File: src/rtl/csa_stream_accumulator.sv
// csa_stream_accumulator
// Accumulates a stream of signed operands in carry-save form (S, C) with no
// carry propagation on the accumulate path. On the last operand of a packet
// the redundant pair is resolved SEG bits per cycle, LSB segment first, and
// the binary result is offered on a valid/ready output port.

module csa_stream_accumulator #(
  parameter int N     = 32,
  parameter int GUARD = 8,
  parameter int SEG   = 8
) (
  input  logic                 clk,
  input  logic                 rst,
  input  logic                 in_valid,
  output logic                 in_ready,
  input  logic [N-1:0]         in_data,
  input  logic                 in_last,
  output logic                 out_valid,
  input  logic                 out_ready,
  output logic [N+GUARD-1:0]   out_sum,
  output logic                 out_overflow
);

  localparam int W    = N + GUARD;
  localparam int NSEG = W / SEG;
  localparam int IDXW = $clog2(NSEG + 1);
  localparam int CW   = GUARD + 2;

  localparam logic [CW-1:0]   CNT_LIM  = CW'(1 << GUARD);
  localparam logic [CW-1:0]   CNT_SAT  = CW'((1 << GUARD) + 1);
  localparam logic [IDXW-1:0] LAST_IDX = IDXW'(NSEG - 1);

  // The segmented resolver needs the accumulator to split into whole segments
  generate
    if ((W % SEG) != 0) begin : g_bad_seg
      $error("csa_stream_accumulator: N+GUARD must be a multiple of SEG");
    end
  endgenerate

  typedef enum logic [1:0] {
    IDLE    = 2'd0,
    ACCUM   = 2'd1,
    RESOLVE = 2'd2,
    OUTPUT  = 2'd3
  } state_t;

  state_t          state;
  logic [W-1:0]    s_reg;
  logic [W-1:0]    c_reg;
  logic [W-1:0]    res;
  logic [CW-1:0]   count;
  logic [IDXW-1:0] seg_idx;
  logic            carry_r;

  logic            accept;
  logic [W-1:0]    x_ext;
  logic [W-1:0]    s_next;
  logic [W-1:0]    c_next;
  logic [31:0]     seg_lo;
  logic [SEG:0]    seg_sum;
  logic [W-1:0]    res_next;
  logic            last_seg;
  logic            handshake;

  assign accept    = in_valid && in_ready;
  assign handshake = out_valid && out_ready;
  assign last_seg  = (seg_idx == LAST_IDX);

  // One full-adder level: sign-extend the operand and fold it into (S, C)
  always_comb begin
    x_ext  = {{GUARD{in_data[N-1]}}, in_data};
    s_next = s_reg ^ c_reg ^ x_ext;
    c_next = ((s_reg & c_reg) | (s_reg & x_ext) | (c_reg & x_ext)) << 1;
  end

  // Add the current segment of S and C with the carry from the segment below
  always_comb begin
    seg_lo   = 32'(seg_idx) * 32'(SEG);
    seg_sum  = {1'b0, s_reg[seg_lo +: SEG]} + {1'b0, c_reg[seg_lo +: SEG]}
             + {{SEG{1'b0}}, carry_r};
    res_next = res;
    res_next[seg_lo +: SEG] = seg_sum[SEG-1:0];
  end

  // Packet state machine with accumulate, resolve and output handshake
  always_ff @(posedge clk or posedge rst) begin
    if (rst) begin
      state        <= IDLE;
      s_reg        <= '0;
      c_reg        <= '0;
      res          <= '0;
      count        <= '0;
      seg_idx      <= '0;
      carry_r      <= 1'b0;
      in_ready     <= 1'b0;
      out_valid    <= 1'b0;
      out_sum      <= '0;
      out_overflow <= 1'b0;
    end else begin
      case (state)
        IDLE, ACCUM: begin
          in_ready <= 1'b1;
          if (accept) begin
            s_reg <= s_next;
            c_reg <= c_next;
            if (count != CNT_SAT) begin
              count <= count + CW'(1);
            end
            if (in_last) begin
              state    <= RESOLVE;
              in_ready <= 1'b0;
              seg_idx  <= '0;
              carry_r  <= 1'b0;
            end else begin
              state <= ACCUM;
            end
          end
        end

        RESOLVE: begin
          res     <= res_next;
          carry_r <= seg_sum[SEG];
          seg_idx <= seg_idx + IDXW'(1);
          if (last_seg) begin
            state        <= OUTPUT;
            out_valid    <= 1'b1;
            out_sum      <= res_next;
            out_overflow <= (count > CNT_LIM);
          end
        end

        OUTPUT: begin
          if (handshake) begin
            state     <= IDLE;
            out_valid <= 1'b0;
            in_ready  <= 1'b1;
            s_reg     <= '0;
            c_reg     <= '0;
            count     <= '0;
            seg_idx   <= '0;
          end
        end

        default: begin
          state <= IDLE;
        end
      endcase
    end
  end

endmodule

File: config.mk
export PLATFORM = sky130hd
export DESIGN_NAME = csa_stream_accumulator
export DESIGN_NICKNAME = d
export VERILOG_FILES = /design/src/rtl/csa_stream_accumulator.sv
export SDC_FILE = /design/constraint.sdc
export NUM_CORES = 1
export LEC_CHECK = 0
export BUFFER_PORTS_ARGS = -buffer_cell sky130_fd_sc_hd__buf_2
export CORE_MARGIN = 2
export CORE_UTILIZATION = 40
export DETAILED_ROUTE_END_ITERATION = 12
export HOLD_SLACK_MARGIN = 0.08
export PLACE_DENSITY_LB_ADDON = 0.1
export SLEW_MARGIN = 15
export SYNTH_ARGS = -nofsm -noshare
export SYNTH_HDL_FRONTEND = slang
export SYNTH_SLANG_ARGS = --single-unit
export TNS_END_PERCENT = 1
File: constraint.sdc
create_clock -name clk -period 7.78 [get_ports clk]
set_clock_uncertainty 0.1 [all_clocks]
set_input_delay 0.778 -clock clk [delete_from_list [all_inputs] [get_ports clk]]
set_output_delay 0.778 -clock clk [all_outputs]
set_load 0.03 [all_outputs]
# After elaboration in Yosys (flattened, before gate mapping)
# Cells that the tools add are included.
# Widths: inputs -> output; s select.
# totals
register_bits	179
inputBits	37
out_inout_bits	43
word_cells	82
# classes
add_sub_neg	5
order_cmp	1
eq_ne	10
n_shift	4
mux	29
bitwise	7
n_reduce_logical	15
# op_table
cell	n
$pmux 40 s2	2
$mux 40	3
$and 39x39->39	3
$shiftx 40x7->8	2
$xor 40x40->40	2
$or 39x39->39	2
$bwmux 40	1
$shift 8x34->40 const A	1
$shiftx 8x34->40	1
$neg 6->34	1
$mux 10	3
$pmux 10 s2	1
$reduce_and 3->1	5
$add 10x1->10 const B	1
$gt 10x9->1 const B	1
$ne 10x9->1 const B	1
$ne 2x2->1 const B	5
$add 8x8->9	1
$add 9x1->9	1
$mux 3	3
$pmux 3 s3	1
$mux 2	4
$mux 1	7
$pmux 1 s2	3
11 further kinds	16

# Depth between registers and ports, before layout
# Gate-level depths: netlist (run 1).
# depth
ltp_word	5
depth_mapped	14
mapped_depth_nobuf	12

# Worst setup path after synthesis (run 1)
# Ideal clock, no wire load.
# synth_timing
path_kind	reg-to-reg
start	register seg_idx[0]
end	register res[15]
setup_ps	96
arrival_time_ps	3513
required_time_ps	7584
slack_ps	4071
stages_incl_launch_ff	13
path_buffers	2
period_less_slack_ps	3709
path_cell_list	dfrtp_1 buf_2 buf_1 mux2_2 a21oi_1 o21a_1 inv_1 ha_1 a211oi_1 o21ai_1 o31ai_1 xnor2_1 o31ai_1
# synth_between
elab_chain_cells	5
word_cells_on_any_way	8
classes_between	add/sub: 3; shift: 4; mux: 1
# synth_rtl
element	line_no	source
start: declaration	52	logic [IDXW-1:0] seg_idx;
start signal: assignment	123	seg_idx <= seg_idx + IDXW'(1);
$shiftx 40x7->8	79	seg_sum = {1'b0, s_reg[seg_lo +: SEG]} + {1'b0, c_reg[seg_lo +: SEG]}
$add 8x8->9	79	
$add 9x1->9	80	+ {{SEG{1'b0}}, carry_r};
$shiftx 8x34->40	82	res_next[seg_lo +: SEG] = seg_sum[SEG-1:0];
$bwmux 40 *	82	
end signal: assignment	121	res <= res_next;
end: declaration	50	logic [W-1:0] res;
# Every way passes the cells marked *; elsewhere a longest branch is shown, timed or not.
# A chain may end at the register's enable or synchronous reset.

# Final worst setup path (run 1)
# layout_timing
start	register seg_idx[1]
end	register res[15]
# The elaborated chain is that of the path after synthesis.

==> results of run 1 <==
-- path summary, 6_finish.rpt --
kind	from	endpoint	slack, ps	cells after the start
min in group asynchronous	rst	c_reg[1]$_DFFE_PP0P_	440	2
hold / removal	out_sum[33]$_DFFE_PP0P_	out_sum[33]$_DFFE_PP0P_	380	2
max in group asynchronous	rst	count[2]$_DFFE_PP0P_	5570	3
setup reg to reg	seg_idx[1]$_DFFE_PP0P_	res[15]$_DFFE_PP0P_	3650	9
setup / recovery	seg_idx[1]$_DFFE_PP0P_	res[15]$_DFFE_PP0P_	3650	9
hold reg to reg	out_sum[33]$_DFFE_PP0P_	out_sum[33]$_DFFE_PP0P_	380	2
-- per-stage QoR --
stage / setup slack (ps) / instance area, um2 / util [%]
final: 3650 / 10100 / 46.2
after global routing: 3280 / 10100 / 46.2
after CTS: 3650 / 10100 / 46.2
after detailed placement: 3680 / 9570 / 43.7
after global placement: 3690 / 9570 / 43.7
after floorplan: 2070 / 8960 / -
-- per-layer routing --
| layer | part of all wire (%) | vias up | global-route usage, % | wire [um] |
|---|---|---|---|---|
| met5 | 0 | - | 0 | 0 |
| met4 | 1.1 | 0 | 4.89 | 251 |
| met3 | 3.7 | 23 | 3.33 | 824 |
| met2 | 48 | 123 | 30.9 | 10500 |
| met1 | 48 | 3284 | 28.0 | 10500 |
| li1 | - | 2944 | - | - |
-- placed cells by master, fill, tap and decap left out, types with 4 or more instances in the layout --
| cell | instances |
|---|---|
| and3_1 | 17 |
| clkinv_2 | 4 |
| mux4_2 | 13 |
| nand3_1 | 29 |
| a21oi_1 | 32 |
| o21ai_0 | 34 |
| o31ai_1 | 4 |
| nor3_1 | 18 |
| xor2_1 | 8 |
| buf_2 | 79 |
| clkbuf_16 | 17 |
| mux2i_1 | 8 |
| buf_4 | 9 |
| inv_1 | 11 |
| dfrtp_1 | 178 |
| a32o_1 | 4 |
| o21ai_1 | 11 |
| xnor2_1 | 5 |
| mux2_2 | 7 |
| a221oi_1 | 6 |
| nand2_1 | 76 |
| fa_1 | 40 |
| nand4_1 | 8 |
| a22o_1 | 100 |
| inv_6 | 4 |
| a31oi_1 | 6 |
| nor2_1 | 44 |
| ha_1 | 18 |
-- power breakdown --
group | leakage (nW) | internal (mW) | switching (mW)
registers | 2.35 | 1.23 | 0.303
clock network | 0.272 | 0.424 | 0.387
logic | 2.21 | 0.773 | 1.24
total | 4.83 | 2.42 | 1.93
-- area by class of cell --
| cell class | instances | area (um2) | share of cell area, % |
|---|---|---|---|
| clock buffers | 19 | 443 | 4.38 |
| clock inverters | 13 | 103 | 1.01 |
| inverters | 12 | 50.0 | 0.495 |
| multi-input cells | 534 | 4250 | 42.0 |
| flip-flops and latches | 178 | 4450 | 44.1 |
| well taps | 280 | 350 | 3.46 |
| repair buffers | 88 | 463 | 4.58 |
-- critical path, cell delays in order (launching register included) --
cell and delay, ps:
dfrtp_1 740, nor3_1 720, buf_4 300, a22o_1 160
ha_1 270, o211ai_1 180, o21ai_1 130, o31ai_1 790
xnor2_1 350, o31ai_1 300
-- cells by family after synthesis --
logic type / synth area share, %
buffers and inverters: 3.02
flip-flops: 49.7
AO/OA/AOI/OAI: 17.9
multiplexers: 5.50
XOR/XNOR: 1.27
adder cells (fa/ha/maj): 11.4
AND/OR/NAND/NOR: 11.1
==> results_dict.tcl, run 1 <==
set metrics [dict create \
    tns_ps 0 \
    fin_nets 926 \
    wire_per_inst_um 19.7 \
    postRouteWirelength_um 22100 \
    synth_edf_count 0 \
    setup_viol 0 \
    syn_inst 779 \
    status "finished, final reports clean" \
    dr_total_vias 6374 \
    area_growth_pct 12.8 \
    syn-num-nets 874 \
    postRouteAntennaNets 0 \
    rows 54 \
    grt_use_total_pct 19.5 \
    clockBufferDepth 2 \
    grt_pass1_wl_um 36500 \
    period_needed_ps 4130 \
    fin_cells 1124 \
    cp_data_arrival_time_ps 4370 \
    ys_ff_latch 178 \
    place_inst 1092 \
    period_share_pct 53.1 \
    cts_max_level 4 \
    clockRootBuffer "clkbuf_16" \
    vdd_drop_max_mv 0.223 \
    dp_hpwl_um 14900 \
    fp.dieH_um 154 \
    drv_cap 0 \
    io_pins 80 \
    ys.flop_type "dfrtp_1" \
    drt_iter0_drc 484 \
    initial_core_util_pct 40.9 \
    cts-buffers-inserted 17 \
    worst_pin_slew_ps 1110 \
    core_um2 21900 \
    max_slew_margin_pct 25.5 \
    worst-setup-path-type "flip-flop to flip-flop" \
    yosysMostFrequentCell "dfrtp_1" \
    p_per_area_nw_per_um2 431 \
    drtPass1Iterations 5 \
    overflow 0 \
    clk_transition_reported_paths_ps 70 \
    synthArstFlopShare_pct 100 \
    rsz0062_at_grt "false" \
    synth_top_area_share_pct 49.7 \
    finalPower_mw 4.36 \
    drc 0 \
    layout-drive-gt1-share_pct 17.7 \
    finalHoldViolCount 0 \
    clock_latency_ps 440 \
    endpoint_kind "flip-flop" \
    ctsHoldBuffers 0 \
    cts_sinks 178 \
    p_leak_nw 4.83 \
    worstPathRequired_ps 8020 \
    die_w_um 154 \
    syn_area_um2 8960 \
    port_buffers 79 \
    cp-start-kind "flip-flop" \
    dieArea_um2 23600 \
    yosys_warnings 0 \
    gp_congestion 0.858 \
    yosys-top-cells-count "178 x dfrtp_1, 100 x a22o_1, 77 x nand2_1, 45 x nor2_1, 43 x clkbuf_1" \
    worstPathMaxFanout 25 \
    maxSlewViolCount 0 \
    ys_seq_area_share_pct 49.7 \
    post_cts_buffers 0 \
    antennaDiodeCount 0 \
    hold_ws_ps 377 \
    grt_max_degree 101 \
    ys_types 56 \
    max_freq_mhz 242 \
    synth_area_leader_cell "dfrtp_1" \
    fill_cells 2040 \
    viasPerCell 5.67 \
    grt_pass1_vias 6552 \
    avgSynthCellArea_um2 11.5 \
    cts_tree "yes" \
    antenna_found_initial 0 \
    synth_area_leaders "dfrtp_1 50%, a22o_1 9.8%, fa_1 8.9%, mux4_2 3.3%, nand2_1 3.2%" \
    hold_class "flip-flop to flip-flop" \
    ctsResizeCount 0 \
]
Note: power is estimated with default switching activity, not from simulation.
==> inputs of run 2 (changes only) <==
--- a/config.mk
+++ b/config.mk
@@ -5,6 +5,7 @@
 export SDC_FILE = /design/constraint.sdc
 export NUM_CORES = 1
 export LEC_CHECK = 0
+export ABC_AREA = 1
 export BUFFER_PORTS_ARGS = -buffer_cell sky130_fd_sc_hd__buf_2
 export CORE_MARGIN = 2
 export CORE_UTILIZATION = 40
==> constraint.sdc (replaced) <==
create_clock -name clk -period 3.85 [get_ports clk]
set_clock_uncertainty 0.1 [all_clocks]
set_input_delay 0.385 -clock clk [delete_from_list [all_inputs] [get_ports clk]]
set_output_delay 0.385 -clock clk [all_outputs]
set_load 0.03 [all_outputs]
==> run 2 against run 1 <==
Effect of this change: synthesized cell count increased by 42%; area after synthesis rose by 5.8%; critical path depth grew 7; count of clock-buffer cells in the layout increased by 1; critical path type unchanged.
==> results_dict.tcl, run 2 <==
set metrics [dict create \
    rows 56 \
    gp_congestion 0.819 \
    fin_ws_ps 394 \
    synth_area_leaders "dfrtp_1 47%, nand2_1 15%, fa_1 8.4%, o21ai_0 7.5%, inv_1 4.2%" \
    grt_pass1_vias 7223 \
    synth_compound_area_share_pct 13.2 \
    drc 0 \
    drt_iter0_drc 589 \
    max_freq_mhz 289 \
    p_seq_share_pct 34.2 \
    antennaDiodeCount 0 \
    grt_max_degree 54 \
    p_leak_nw 5.21 \
    grt_pass1_wl_um 40200 \
    vdd_drop_max_mv 0.360 \
    power.switching_mw 4.40 \
    final_common_cell "nand2_1" \
    initial_core_util_pct 40.5 \
    ys.flop_type "dfrtp_1" \
    multi_input_area_um2 4360 \
    ys_types 41 \
    p_clk_share_pct 18.6 \
    synth_simple_gate_area_share_pct 21.0 \
    max_slew_margin_pct 31.4 \
    dp_hpwl_um 16800 \
    post_cts_buffers 0 \
    yosys_warnings 0 \
    ys_ff_latch 178 \
    cts_tree "yes" \
    cp-start-kind "flip-flop" \
    postRouteWirelength_um 24000 \
    syn_area_um2 9480 \
    status "finished, final reports clean" \
    cp_data_arrival_time_ps 3720 \
    period_needed_ps 3460 \
    p_int_mw 4.89 \
    ctsHoldBuffers 0 \
    die_w_um 158 \
    grt_use_total_pct 20.7 \
    muxShareOfSynthArea_pct 0 \
    finalHoldViolCount 0 \
    p_per_area_nw_per_um2 863 \
    worstPathRequired_ps 4120 \
    synth_fa_ha_area_share_pct 10.8 \
    syn_inst 1106 \
    fp.dieH_um 158 \
    cts_sinks 178 \
    tns_ps 0 \
    synth_xor_area_share_pct 0.739 \
    layout-drive-gt1-share_pct 13.3 \
    clockBufferDepth 2 \
    antenna_found_initial 0 \
    synth_top_family_by_area "simple AND/OR/NAND/NOR gates" \
    overflow 0 \
    synth_top_area_share_pct 47.0 \
    pwr-share-comb_pct 47.2 \
    viasPerCell 4.92 \
    setup_viol 0 \
    synth_area_leader_cell "dfrtp_1" \
    synthArstFlopShare_pct 100 \
    period_share_pct 89.8 \
    cts_max_level 4 \
    fill_cells 2355 \
    avgSynthCellArea_um2 8.57 \
    maxSlewViolCount 0 \
    ctsResizeCount 0 \
    io_pins 80 \
    fin_nets 1266 \
    syn-num-nets 1201 \
    core_um2 23400 \
    synth_edf_count 0 \
    worstPathMaxFanout 39 \
    clockRootBuffer "clkbuf_16" \
    wire_per_inst_um 15.9 \
    drtPass1Iterations 5 \
    dieArea_um2 25000 \
    switching_share_pct 47.4 \
    worst-setup-path-type "flip-flop to flip-flop" \
    dr_total_vias 7389 \
    yosys-top-cells-count "386 x nand2_1, 178 x dfrtp_1, 143 x o21ai_0, 107 x inv_1, 40 x fa_1" \
    endpoint_kind "flip-flop" \
    clk_transition_reported_paths_ps 70 \
    cts-buffers-inserted 17 \
    reg2reg_depth 16 \
    ys_seq_area_share_pct 47.0 \
    hold_class "input port to async pin" \
    yosysMostFrequentCell "nand2_1" \
    final_cell_mix "385 x nand2_1, 178 x dfrtp_1, 143 x o21ai_0" \
    finalPower_mw 9.29 \
    area_growth_pct 13.5 \
    port_buffers 79 \
    worst_pin_slew_ps 1030 \
    area.sequential_um2 4450 \
    drv_cap 0 \
    clock_latency_ps 440 \
    rsz0062_at_grt "false" \
    postRouteAntennaNets 0 \
    pre_cts_ws_ps 385 \
]
==> run 2: final timing paths <==
| kind | start | endpoint | slack (ps) |
|---|---|---|---|
| setup / recovery | seg_idx[0]$_DFFE_PP0P_ | res[36]$_DFFE_PP0P_ | 390 |
| hold / removal | rst | res[33]$_DFFE_PP0P_ | 70 |
| setup reg to reg | seg_idx[0]$_DFFE_PP0P_ | res[36]$_DFFE_PP0P_ | 390 |
| hold reg to reg | out_sum[31]$_DFFE_PP0P_ | out_sum[31]$_DFFE_PP0P_ | 370 |
| max in group asynchronous | rst | c_reg[5]$_DFFE_PP0P_ | 2720 |
| min in group clk | in_data[0] | s_reg[0]$_DFFE_PP0P_ | 200 |
==> run 2: cell families after synthesis <==
| logic type | count (synthesis) |
|---|---|
| xor+xnor | 8 |
| compound gates | 231 |
| fa+ha+maj | 58 |
| flops | 178 |
| simple gates | 466 |
| buf+inv | 165 |
==> run 2: cell type report <==
class / count / area share, %
Clock inverter: 12 / 1.14
Multi-Input combinational cell: 763 / 40.5
Tap cell: 319 / 3.71
Clock buffer: 20 / 4.15
Inverter: 117 / 4.17
Sequential cell: 178 / 41.4
Timing Repair Buffer: 94 / 4.95
==> run 2: power by group through the flow <==
| stage | sequential, mW | clock, mW | combinational [mW] |
|---|---|---|---|
| detailed placement | 3.19 | 0 | 4.42 |
| CTS | 3.18 | 1.77 | 4.44 |
| global route | 3.28 | 1.84 | 5.01 |
| finish | 3.18 | 1.73 | 4.39 |
| floorplan | 3.43 | 0 | 2.83 |
| global placement | 3.20 | 0 | 4.36 |
==> run 2: stage by stage <==
step / utilization, % / cells / hold WS, ps / cell area, um2
3_5_place_dp: 43.6 / 1471 / 361 / 10200
4_1_cts: 46.0 / 1503 / 100 / 10800
5_1_grt: 46.0 / 1503 / 125 / 10800
2_1_floorplan: - / 1106 / 343 / 9490
6_report: 46.0 / 1503 / 67.9 / 10800
3_3_place_gp: 43.6 / 1471 / 358 / 10200
==> run 2: critical path: stages (launching register included) <==
cell	delay (ps)
dfrtp_1	420
buf_4	340
nand2_1	260
o221ai_1	250
nand2_1	60
o21ai_0	110
fa_1	240
inv_1	60
fa_1	400
inv_1	70
nand2_1	60
a21oi_1	160
xor2_1	360
inv_1	90
o21ai_0	250
nand2_1	90
nand2_1	70
==> run 2: metal layers <==
| metal | routed length [um] | global-route usage [%] |
|---|---|---|
| met5 | 0 | 0 |
| met1 | 12600 | 32.9 |
| met2 | 10100 | 29.4 |
| met4 | 242 | 4.85 |
| met3 | 1050 | 3.39 |
